### config.mk
export PLATFORM = sky130hd
export DESIGN_NAME = pipe_ctrl
export DESIGN_NICKNAME = d
export VERILOG_FILES = /design/src/rtl/pipe_ctrl.sv
export SDC_FILE = /design/constraint.sdc
export NUM_CORES = 1
export LEC_CHECK = 0
export BUFFER_PORTS_ARGS = -buffer_cell sky130_fd_sc_hd__buf_2
export CAP_MARGIN = 10
export CORE_MARGIN = 3
export CORE_UTILIZATION = 30
export CTS_BUF_LIST = sky130_fd_sc_hd__clkbuf_16
export DETAILED_ROUTE_END_ITERATION = 12
export GPL_TIMING_DRIVEN = 0
export PLACE_DENSITY = 0.57
export SLEW_MARGIN = 20
export SYNTH_ARGS = -nofsm -noshare
export SYNTH_HDL_FRONTEND = slang
export SYNTH_SLANG_ARGS = --single-unit
### constraint.sdc
create_clock -name clk -period 4.7 [get_ports clk]
set_input_delay 0 -clock clk [delete_from_list [all_inputs] [get_ports clk]]
set_output_delay 0 -clock clk [all_outputs]
set_load 0.01 [all_outputs]
### src/rtl/pipe_ctrl.sv
// pipe_ctrl -- pipeline control for a 5-stage in-order core.
//
// Tracks the PC of the instruction entering ID. Detects load-use hazards
// (one-cycle stall plus bubble), taken branches (redirect plus flush
// marker), instruction-memory fetch holds and fatal exceptions leaving WB
// (halt, drain, then done).
//
// Ports
//   clk, rst            clock, asynchronous active-high reset
//   id_rs, id_rt        source registers of the ID instruction
//   id_uses_rs/rt       ID instruction actually reads rs / rt
//   ex_rd, ex_mem2reg   destination and load flag of the EX instruction
//   im_stall            instruction memory asks for a one-cycle hold
//   br_enable/target    taken branch resolved in EX and its destination
//   wb_exception        exception code leaving WB (0 = none)
//   pc_id               PC of the instruction entering ID
//   id_hold, ex_bubble  combinational freeze of ID / NOP injection into EX
//   br_trigger          ID slot is a flushed wrong-path instruction
//   halted, done        fatal stop seen / drain finished (sticky)
//   cycle_count         edges since reset release (stops in DONE)
//   stall_count         RUN cycles where pc_id did not advance (saturating)

module pipe_ctrl #(
   parameter logic [31:0] RESET_PC     = 32'h0000_3000,
   parameter logic [7:0]  TRAP_STALL   = 8'h01,
   parameter int          DRAIN_CYCLES = 2
) (
   input  logic        clk,
   input  logic        rst,
   input  logic [4:0]  id_rs,
   input  logic [4:0]  id_rt,
   input  logic        id_uses_rs,
   input  logic        id_uses_rt,
   input  logic [4:0]  ex_rd,
   input  logic        ex_mem2reg,
   input  logic        im_stall,
   input  logic        br_enable,
   input  logic [31:0] br_target,
   input  logic [7:0]  wb_exception,
   output logic [31:0] pc_id,
   output logic        id_hold,
   output logic        ex_bubble,
   output logic        br_trigger,
   output logic        halted,
   output logic        done,
   output logic [63:0] cycle_count,
   output logic [31:0] stall_count
);

   typedef enum logic [1:0] {S_RUN, S_LSTALL, S_HALT, S_DONE} state_t;

   // Last drain count value before moving to DONE; DRAIN_CYCLES of 0 or 1
   // both leave HALT on its first edge.
   localparam logic [15:0] DRAIN_LAST =
      (DRAIN_CYCLES > 1) ? 16'(DRAIN_CYCLES - 1) : 16'd0;

   state_t      state_q, state_d;
   logic [31:0] pc_q, pc_d;
   logic        br_trig_q, br_trig_d;
   logic        halted_q, halted_d;
   logic        done_q, done_d;
   logic [15:0] drain_q, drain_d;
   logic [63:0] cyc_q, cyc_d;
   logic [31:0] stall_q, stall_d;

   logic load_use, fatal, stall_inc, hold, bubble;

   assign load_use = ex_mem2reg && (ex_rd != 5'd0) &&
                     ((id_uses_rs && (id_rs == ex_rd)) ||
                      (id_uses_rt && (id_rt == ex_rd)));
   assign fatal    = (wb_exception != 8'd0) && (wb_exception != TRAP_STALL);

   always_comb begin
      state_d   = state_q;
      pc_d      = pc_q;
      br_trig_d = br_trig_q;
      halted_d  = halted_q;
      done_d    = done_q;
      drain_d   = drain_q;
      stall_inc = 1'b0;
      hold      = 1'b0;
      bubble    = 1'b0;
      cyc_d     = (state_q == S_DONE) ? cyc_q : cyc_q + 64'd1;

      case (state_q)
         S_RUN: begin
            if (fatal) begin
               state_d   = S_HALT;
               halted_d  = 1'b1;
               bubble    = 1'b1;
               br_trig_d = 1'b0;
            end else if (br_enable) begin
               // Branch beats the hazard: the hazarding ID instruction is
               // on the wrong path anyway.
               pc_d      = br_target;
               br_trig_d = 1'b1;
            end else if (load_use) begin
               hold      = 1'b1;
               bubble    = 1'b1;
               stall_inc = 1'b1;
               br_trig_d = 1'b0;
               state_d   = S_LSTALL;
            end else if (im_stall) begin
               hold      = 1'b1;
               stall_inc = 1'b1;
               br_trig_d = 1'b0;
            end else begin
               pc_d      = pc_q + 32'd4;
               br_trig_d = 1'b0;
            end
         end
         S_LSTALL: begin
            // Exactly one cycle; a hazard still visible here is the same
            // load, now resolved by forwarding, so it is ignored.
            if (fatal) begin
               state_d   = S_HALT;
               halted_d  = 1'b1;
               bubble    = 1'b1;
               br_trig_d = 1'b0;
            end else if (br_enable) begin
               pc_d      = br_target;
               br_trig_d = 1'b1;
               state_d   = S_RUN;
            end else begin
               pc_d      = pc_q + 32'd4;
               br_trig_d = 1'b0;
               state_d   = S_RUN;
            end
         end
         S_HALT: begin
            hold   = 1'b1;
            bubble = 1'b1;
            if (drain_q >= DRAIN_LAST) begin
               state_d = S_DONE;
               done_d  = 1'b1;
            end else begin
               drain_d = drain_q + 16'd1;
            end
         end
         default: begin
            hold   = 1'b1;
            bubble = 1'b1;
         end
      endcase

      stall_d = (stall_inc && (stall_q != 32'hFFFF_FFFF)) ? stall_q + 32'd1
                                                          : stall_q;
   end

   always_ff @(posedge clk or posedge rst) begin
      if (rst) begin
         state_q   <= S_RUN;
         pc_q      <= RESET_PC;
         br_trig_q <= 1'b0;
         halted_q  <= 1'b0;
         done_q    <= 1'b0;
         drain_q   <= 16'd0;
         cyc_q     <= 64'd0;
         stall_q   <= 32'd0;
      end else begin
         state_q   <= state_d;
         pc_q      <= pc_d;
         br_trig_q <= br_trig_d;
         halted_q  <= halted_d;
         done_q    <= done_d;
         drain_q   <= drain_d;
         cyc_q     <= cyc_d;
         stall_q   <= stall_d;
      end
   end

   // Combinational controls are forced low during reset so the pipeline
   // never sees a stale stall or bubble around reset.
   assign id_hold     = hold & ~rst;
   assign ex_bubble   = bubble & ~rst;
   assign pc_id       = pc_q;
   assign br_trigger  = br_trig_q;
   assign halted      = halted_q;
   assign done        = done_q;
   assign cycle_count = cyc_q;
   assign stall_count = stall_q;

endmodule
==> metrics.md, run 1 <==
| Metric | Value |
|---|---|
| Gate power share | `0.045` |
| Core area | `23800 um^2` |
| CTS max path bufs | `2` |
| Die footprint | `26400 um^2` |
| Final setup margin | `1.98 ns` |
| Most common cell after layout, fill and taps aside | `buf_2` |
| Total GRT Usage | `0.160` |
| H-tree depth | `4` |
| Routability cong. | `0.826` |
| Reg clk slew, reported paths | `0.07 ns` |
| Vias after detailed routing | `6390` |
| Final nets | `1040` |
| Maxcap violations | `0` |
| Largest net degree at the start of global routing | `102` |
| Slowest CP cell | `nor3_1` |
| Ratio of cells with drive above 1 in the final layout | `0.256` |
| Drt pass-1 iters | `5` |
| Vias in the first global route | `6311` |
| Share of power burned in the clock network | `0.518` |
| Syn Inst Count | `722` |
| Hold crit path type | `in2reg` |
| Fraction of registers with async set/reset | `1.00` |
| CP dominant cell by count | `nor3_1` |
| Fmax | `0.368 GHz` |
| Post-placement setup slack | `1.93 ns` |
| Highest layer used for signal routing | `met4` |
| Status | `finished, final reports clean` |
| Critical Path End Type | `flip-flop` |
| Fin. max-slew vios | `0` |
| Arr. time, crit path | `3.06 ns` |
| Worst r2r path cells | `8` |
| Count of cell types in the netlist | `56` |
| Switch share | `0.220` |
| Crit-path max FO | `10` |
| Total Routed Length | `20.8 mm` |
| CTS tree | `yes` |
| Initial antenna violation count | `0` |
| Worst-Margin Slew | `0.692 ns` |
| Max incr delay on CP | `0.50 ns` |
| DR vias/cell | `4.92` |
| Leak pwr | `4.79 nW` |
| RSZ-0062 raised after global routing | `no` |
| CP Cell Sequence | `ha_1 > nand4b_1 > nor3_1 > and4b_1 > buf_2 > nand2_1 > nor3_1 > xor2_1` |
| Ys flop type | `dfrtp_1` |
| # setup viols final | `0` |
| Post-DP HPWL | `15.5 mm` |
| I/O pin cnt | `195` |
| Sequential area share after synthesis | `0.508` |
| Routed wl met3 | `1.87 mm` |
| Most frequent cells in the layout | `197 x buf_2, 147 x dfrtp_1, 81 x xnor2_1, 58 x nand2_1, 52 x nand3_1` |
| Worst slew margin | `0.537` |
| Die W | `162 um` |
| Required time worst endpoint | `5.04 ns` |
| Cts repair resizes | `0` |
| Port bufs | `193` |
| Die height | `162 um` |
| Fillers | `2392` |
| Clock Latency Late Sink | `0.42 ns` |
| Post-route ant nets | `0` |
| Layout Utilization | `0.410` |
| Cts hold-fix bufs | `33` |
| Footprint of the multi-input gates | `3390 um^2` |
| Cell-internal power | `2.29 mW` |
| TritonCTS Buffers | `17` |
| Sequential Area | `3730 um^2` |
| Setup bufs post-CTS | `0` |
| Tmin final | `2.72 ns` |
| Critical path launch point type | `flip-flop` |
| Drt drc | `0` |
| Synth Cell Area | `7340 um^2` |
| First-pass GRT wire length | `33.6 mm` |
| FP Rows | `56` |
| Initial Utilization | `0.309` |
| DRT met1 WL | `8.96 mm` |
| Clock Tree Root | `clkbuf_16` |
| P_sw | `0.646 mW` |
| Mean post-synth cell area | `10.2 um^2` |
| WS Path Type | `reg2reg` |
| Sequential share of power | `0.437` |
| Initial DRC count | `509` |
| Number of flops mapped to enable cells by yosys | `0` |
| FF+latch count, synth | `149` |
| Worst Skew | `0.0172 ns` |
| Post-synth net total | `794` |
| Final Cycle Share | `0.579` |
| Peak VDD IR | `0.000169 V` |
| Area Growth Syn to Fin | `32.5%` |
| Final Hold Fails | `0` |
| Routed wire per std cell | `16.0 um` |
| Power Density | `302 nW/um^2` |
| Metal2 WL | `9.57 mm` |
| # diodes | `0` |
| Hold depth | `4` |
| Clk sink count | `149` |
| Synth Warn # | `0` |
| Total gr overflow | `0` |
[worst max-delay path: cells and delay by family (launching register included)]
kind | cells | cell delay [ns]
xor gates and xnor gates | 1 | 0.16
adders and majority gates | 1 | 0.31
and+or+nand+nor | 5 | 1.53
buffers and inverters | 1 | 0.24
DFF | 1 | 0.41
[layout make-up]
type | instances | area share
sequential | 149 | 0.383
multi-input combinational | 520 | 0.348
timing repair buffer | 227 | 0.136
clock buffer | 17 | 0.0437
tap | 319 | 0.0410
clock inverter | 15 | 0.0235
buffer | 34 | 0.0159
inverter | 19 | 0.00810
[path summary, 6_finish.rpt]
path,startpoint,endpoint,slack [ns]
max in group asynchronous,rst,cycle_count[55],3.69
worst max register to register,state_q[0],cycle_count[50],1.98
worst max-delay path,state_q[0],cycle_count[50],1.98
min in group asynchronous,rst,halted,0.17
worst min register to register,drain_q[3],drain_q[3],0.46
worst min-delay path,wb_exception[7],halted,0.07
[power by group through the flow]
stage               Sequential [mW]  Combinational [mW]  Clock [mW]
floorplan                      1.31              0.0557           0
global route                   1.28               0.147        1.62
detailed placement             1.31               0.112           0
finish                         1.28               0.131        1.52
CTS                            1.28               0.133        1.56
global placement               1.31               0.108           0
[cell usage after synthesis (3+ instances only)]
cell type	number	area [um^2]
nor2b_1	3	18.8
inv_1	19	71.3
nand4_1	30	188
mux2i_1	4	40.0
o21ai_0	41	205
buf_2	4	20.0
xor2_1	23	201
a31oi_1	5	31.3
clkbuf_1	27	101
buf_6	3	33.8
nand2b_1	4	25.0
o22ai_1	7	43.8
ha_1	10	125
nor3_1	15	75.1
dfrtp_1	147	3680
nand3_1	52	260
a22oi_1	5	37.5
mux2_2	3	33.8
xnor2_1	81	709
and2_1	7	43.8
a41o_1	3	30.0
a21o_1	4	30.0
and3_1	22	138
nor4_1	10	62.6
a31o_2	3	26.3
a21oi_1	39	195
and4_1	15	131
nor2_1	39	146
a32oi_1	3	26.3
nand2_1	58	218
[per-stage QoR]
step                      hold slack [ns]  instances  setup TNS, ns  total power, mW  area [um^2]
after floorplan                    0.0441        722              0             1.36         7340
after global placement              0.231       1234        -195.38             1.42         8710
after detailed placement           0.0548       1235              0             1.42         8740
after CTS                          0.0550       1300              0             2.98         9730
after global routing                0.110       1300              0             3.05         9730
final                              0.0748       1300              0             2.94         9730
[state kept, by name, indices dropped and copies added, names as in the netlist]
name         count
halted           1
state_q          2
done             1
cycle_count     64
pc_id           32
stall_count     32
br_trigger       1
drain_q         16
[routing by layer]
metal,vias up,global-route usage
met5,-,0
met4,0,0.0527
met1,3056,0.207
met2,238,0.256
li1,3066,-
met3,30,0.0473
[kinds of logic after synthesis]
| logic type | after synthesis | synth area share |
|---|---|---|
| AO/OA/AOI/OAI | 120 | 0.103 |
| XOR/XNOR | 104 | 0.124 |
| adder cells (fa/ha/maj) | 10 | 0.0170 |
| buffers and inverters | 53 | 0.0308 |
| flip-flops | 149 | 0.508 |
| multiplexers | 7 | 0.0101 |
| AND/OR/NAND/NOR | 279 | 0.207 |
Power figures use the tool's default switching activity.
==> inputs of run 2 (changes only) <==
clock period = 2.75 ns   (was 4.7 ns; I/O delays follow)
==> run 2 against run 1 <==
Clock power increased by 67%. Critical path depth unchanged. Fmax increased by 7.4%. Wire length increased by 1.9%. Combinational power increased by 86%. Register-to-register slack got worse by 1.8 ns. Clock skew decreased by 0.0054 ns. Non-clock buffer count increased by 7. Total power increased by 69%. Critical path type unchanged. Largest power group unchanged.
==> metrics.md, run 2 (synthesis results as in run 1) <==
| Metric | Value |
|---|---|
| GRT met1 Usage | `0.218 (+0.0112)` |
| Drt drc | `0 (unchanged)` |
| Routed wire per std cell | `16.1 um (+1.1%)` |
| Critical Path End Type | `flip-flop` |
| Area Growth Syn to Fin | `34.1%` |
| DR vias/cell | `4.91 (-0.17%)` |
| CTS max path bufs | `2 (unchanged)` |
| Placed cell area | `8850 um^2 (+1.2%)` |
| Die footprint | `26400 um^2 (unchanged)` |
| Total gr overflow | `0 (unchanged)` |
| Post-placement setup slack | `0.0233 ns (-1.91 ns)` |
| Post-route ant nets | `0 (unchanged)` |
| Total power | `4.97 mW (+69%)` |
| Port bufs | `193 (unchanged)` |
| Clock Latency Late Sink | `0.42 ns (about the same)` |
| Core area | `23800 um^2 (unchanged)` |
| Vias in the first global route | `6279 (-0.51%)` |
| Layout Utilization | `0.415 (+0.00490)` |
| Worst-Margin Slew | `0.701 ns (+0.00861 ns)` |
| FP Rows | `56 (unchanged)` |
| Crit-path max FO | `10 (unchanged)` |
| Status | `finished, final reports clean` |
| Top Usage Layer GRT | `met2` |
| Initial DRC count | `443 (-13%)` |
| Hold crit path type | `in2reg` |
| Fin. max-slew vios | `0 (unchanged)` |
| Clk sink count | `149 (unchanged)` |
| Post-DP HPWL | `15.8 mm (+2.4%)` |
| WS Path Type | `reg2reg` |
| Most common cell after layout, fill and taps aside | `buf_2` |
| Drt pass-1 iters | `4 (-1)` |
| H-tree depth | `4 (unchanged)` |
| Worst slew margin | `0.528 (-0.00834)` |
| # setup viols final | `0 (unchanged)` |
| I/O pin cnt | `195 (unchanged)` |
| Final Hold Fails | `0 (unchanged)` |
| Critical path launch point type | `flip-flop` |
| Peak VDD IR | `0.000283 V (+67%)` |
| Routability cong. | `0.824 (-0.19%)` |
| GR Util met3 | `0.0407 (-0.00661)` |
| Initial antenna violation count | `1 (+1)` |
| Leak pwr | `4.85 nW (+1.2%)` |
| CTS tree | `yes` |
| Required time worst endpoint | `3.08 ns (-1.96 ns)` |
| Die W | `162 um (unchanged)` |
| Tmin final | `2.53 ns (-0.188 ns)` |
| Initial Utilization | `0.309 (unchanged)` |
| Ratio of cells with drive above 1 in the final layout | `0.265 (+0.00932)` |
| RSZ-0062 raised after global routing | `no` |
| Worst Skew | `0.0118 ns (-0.00537 ns)` |
| Vias after detailed routing | `6423 (+0.52%)` |
| Largest register FFs | `64 (unchanged)` |
| Maxcap violations | `0 (unchanged)` |
| Fmax | `0.395 GHz (+7.4%)` |
| Fillers | `2356 (-1.5%)` |
| Final nets | `1047 (+0.67%)` |
| Reg clk slew, reported paths | `0.07 ns (about the same)` |
| Total Routed Length | `21.1 mm (+1.9%)` |
| Met2 Use GR | `0.251 (-0.00495)` |
| Power Density | `505 nW/um^2 (+67%)` |
| TritonCTS Buffers | `17 (unchanged)` |
| Clock Tree Root | `clkbuf_16` |
| Die height | `162 um (unchanged)` |
| Area of all placed cells without fillers | `9850 um^2 (+1.2%)` |
| Final Cycle Share | `0.921 (+0.342)` |
| Largest net degree at the start of global routing | `32 (-69%)` |
| First-pass GRT wire length | `33.8 mm (+0.57%)` |
| Dpl cells | `1240 (+0.40%)` |
| Final setup margin | `0.218 ns (-1.76 ns)` |
| Arr. time, crit path | `2.87 ns (-0.19 ns)` |
| Total GRT Usage | `0.161 (+0.00108)` |
| Most frequent cells in the layout | `197 x buf_2, 147 x dfrtp_1, 81 x xnor2_1, 58 x nand2_1, 52 x nand3_1` |
| Post-Layout Cell Count | `1309 (+0.69%)` |
## run 2: cell types whose count changed in the layout (fill, tap and decap cells not counted), sizes merged
cell    previous run  this run
diode              0         2
inv               24        27
bufinv             5         3
clkinv             4         3
buf              201       208
## run 2: where the power goes
group,internal (mW),switching (mW),total (mW)
Combinational,0.114,0.130,0.244
Sequential,2.19,0.00209,2.19
Clock,1.47,1.06,2.54
Total,3.78,1.19,4.97
## run 2: worst paths after layout
| kind | from | endpoint | slack [ns] | cells past startpoint |
|---|---|---|---|---|
| min reg2reg | drain_q[7] | drain_q[7] | 0.46 | 1 |
| min in group asynchronous | rst | drain_q[15] | 0.12 | 3 |
| max in group asynchronous | rst | stall_count[17] | 1.80 | 6 |
| max reg2reg | state_q[0] | cycle_count[50] | 0.22 | 8 |
| max | state_q[0] | cycle_count[50] | 0.22 | 8 |
| min | wb_exception[6] | halted | 0.07 | 4 |
## run 2: area by class of cell
cell class              count  area, um^2  area share
diodes                      2        5.00    0.000508
plain buffers              34         155      0.0158
clock buffers              17         425      0.0432
clock inverters            15         208      0.0211
inverters                  19        75.1     0.00762
multi-input cells         520        3400       0.345
flip-flops and latches    149        3730       0.379
well taps                 319         399      0.0405
repair buffers            234        1450       0.147
## run 2: worst max-delay path, cell delays in order (launching register included)
cell and delay, ns:
dfrtp_1 0.41, ha_1 0.31, nand4b_1 0.32, nor3_4 0.29, and4b_1 0.21, buf_2 0.24, nand2_1 0.22, nor3_1 0.29
xor2_1 0.17
## run 2: layer usage
layer  share of wire  vias up
met2            0.45      227
met5               0        -
met4           0.018        0
met3           0.077       24
met1            0.45     3078
li1                -     3094
## run 2: timing repair
| item | 4_1_cts | 5_1_grt |
|---|---|---|
| endpoints found under the setup margin | 1 | 14 |
| hold endpoints to repair | 91 | 0 |
| resized for setup | 1 | 2 |
| hold buffers | 33 | 0 |
| setup buffers | 0 | 2 |
## run 2: stage by stage
stage	hold slack [ns]	TNS [ns]
final	0.0668	0
after global routing	0.115	0
after CTS	0.0704	0
after floorplan	0.0441	0
after global placement	0.232	-42.28
after detailed placement	0.0137	0
==> inputs of run 3 (changes only) <==
CTS_BUF_LIST = sky130_fd_sc_hd__clkbuf_8   (was sky130_fd_sc_hd__clkbuf_16)
==> run 3 against run 2 <==
Design area shrank 1.9%. Largest power group is now sequential cells. Sequential power is essentially flat. Flip-flop and latch count is the same. Critical endpoint is now pc_id[22]. Cell count is the same. Critical path type unchanged.
==> metrics.md, run 3 (synthesis results as in run 1) <==
| Metric | Value |
|---|---|
| Die W | `162 um (unchanged)` |
| Drt pass-1 iters | `5 (+1)` |
| CTS tree | `yes` |
| Largest register FFs | `64 (unchanged)` |
| Final nets | `1047 (unchanged)` |
| Initial antenna violation count | `1 (unchanged)` |
| Largest net degree at the start of global routing | `32 (unchanged)` |
| Drt drc | `0 (unchanged)` |
| Fin. max-slew vios | `0 (unchanged)` |
| Tmin final | `2.53 ns (+0.00122 ns)` |
| Crit-path max FO | `7 (-3)` |
| Post-DP HPWL | `15.8 mm (unchanged)` |
| Status | `finished, final reports clean` |
| Clock Latency Late Sink | `0.45 ns (+0.03 ns)` |
| Die footprint | `26400 um^2 (unchanged)` |
| Arr. time, crit path | `2.90 ns (+0.03 ns)` |
| Vias after detailed routing | `6463 (+0.62%)` |
| Required time worst endpoint | `3.12 ns (+0.04 ns)` |
| Total Routed Length | `21.1 mm (about the same)` |
| Critical Path End Type | `flip-flop` |
| Initial DRC count | `410 (-7.4%)` |
| Final Cycle Share | `0.921 (about the same)` |
| FP Rows | `56 (unchanged)` |
| DR vias/cell | `4.94 (+0.62%)` |
| I/O pin cnt | `195 (unchanged)` |
| H-tree depth | `4 (unchanged)` |
| Hold slack | `0.0404 ns (-0.0263 ns)` |
| Vias in the first global route | `6273 (-0.096%)` |
| Total gr overflow | `0 (unchanged)` |
| Area of all placed cells without fillers | `9660 um^2 (-1.9%)` |
| Reg clk slew, reported paths | `0.10 ns (+0.03 ns)` |
| Post-route ant nets | `0 (unchanged)` |
| Leak pwr | `4.76 nW (-1.8%)` |
| Die height | `162 um (unchanged)` |
| Final setup margin | `0.216 ns (-0.00122 ns)` |
| Fmax | `0.395 GHz (about the same)` |
| Fillers | `2373 (+0.72%)` |
| Routed wire per std cell | `16.2 um (about the same)` |
| Hold depth | `4 (unchanged)` |
| CTS max path bufs | `2 (unchanged)` |
| Most frequent cells in the layout | `197 x buf_2, 147 x dfrtp_1, 81 x xnor2_1, 57 x nand2_1, 52 x nand3_1` |
| Maxcap violations | `0 (unchanged)` |
| Layout Utilization | `0.407 (-0.00795)` |
| First-pass GRT wire length | `33.7 mm (-0.45%)` |
| Critical path launch point type | `flip-flop` |
| Ratio of cells with drive above 1 in the final layout | `0.266 (+0.00101)` |
| Worst-Margin Slew | `0.771 ns (+0.0704 ns)` |
| Most common cell after layout, fill and taps aside | `buf_2` |
| Clk sink count | `149 (unchanged)` |
| Setup TNS | `0 ns (unchanged)` |
| Worst slew margin | `0.481 (-0.0473)` |
| Total GRT Usage | `0.160 (-0.00103)` |
| Worst r2r path cells | `8 (unchanged)` |
| Initial Utilization | `0.309 (unchanged)` |
| Core area | `23800 um^2 (unchanged)` |
| Routability cong. | `0.824 (unchanged)` |
| Hold crit path type | `in2reg` |
| WS Path Type | `reg2reg` |
| Placed cell area | `8850 um^2 (unchanged)` |
| RSZ-0062 raised after global routing | `no` |
| Area Growth Syn to Fin | `31.5%` |
| Worst Skew | `0.0148 ns (+0.00294 ns)` |
| TritonCTS Buffers | `17 (unchanged)` |
| Peak VDD IR | `0.000255 V (-9.8%)` |
| # setup viols final | `0 (unchanged)` |
| Post-placement setup slack | `0.0233 ns (unchanged)` |
| Port bufs | `193 (unchanged)` |
| Clock Tree Root | `clkbuf_8` |
| Final Hold Fails | `0 (unchanged)` |
| Power Density | `451 nW/um^2 (-11%)` |
## run 3: per-layer routing
layer | part of all wire | GRT usage | vias up
li1 | - | - | 3087
met1 | 0.45 | 0.217 | 3110
met2 | 0.46 | 0.250 | 242
met3 | 0.075 | 0.0407 | 24
met4 | 0.016 | 0.0516 | 0
met5 | 0 | 0 | -
## run 3: final timing paths
kind / end / from / slack (ns)
max: pc_id[22] / pc_id[2] / 0.22
min: halted / wb_exception[6] / 0.04
max reg2reg: pc_id[22] / pc_id[2] / 0.22
min reg2reg: drain_q[7] / drain_q[7] / 0.47
max in group asynchronous: stall_count[17] / rst / 1.84
min in group asynchronous: drain_q[15] / rst / 0.08
## run 3: timing repair
| action | in CTS | in global routing |
|---|---|---|
| hold buffers | 33 | 0 |
| hold endpoints to repair | 101 | 0 |
| setup buffers | 0 | 2 |
| endpoints found under the setup margin | 2 | 14 |
| resized for setup | 1 | 3 |
## run 3: final cells by class
type / count / area, um^2 / area share
antenna: 2 / 5.00 / 0.000518
buffer: 34 / 155 / 0.0161
clock buffer: 17 / 234 / 0.0242
clock inverter: 15 / 208 / 0.0215
inverter: 19 / 75.1 / 0.00777
multi-input combinational: 520 / 3400 / 0.352
sequential: 149 / 3730 / 0.386
tap: 319 / 399 / 0.0413
timing repair buffer: 234 / 1450 / 0.150
## run 3: through the flow
| stage | total power [mW] | std cells |
|---|---|---|
| CTS | 4.44 | 1305 |
| global route | 4.55 | 1308 |
| floorplan | 2.33 | 722 |
| finish | 4.36 | 1309 |
| global placement | 2.43 | 1234 |
| detailed placement | 2.45 | 1240 |
## run 3: where the power goes
part | internal (mW) | leakage (nW) | total, mW | switching [mW]
clock network | 0.942 | 0.224 | 1.92 | 0.979
registers | 2.19 | 2.05 | 2.19 | 0.00213
logic | 0.114 | 2.49 | 0.244 | 0.130
## run 3: worst max-delay path: stages (launching register included)
cell,delay (ns)
dfrtp_1,0.48
ha_1,0.25
nand3_1,0.21
nor3_2,0.48
and4_1,0.25
clkbuf_1,0.35
a41o_1,0.24
a21oi_1,0.07
a21oi_1,0.13
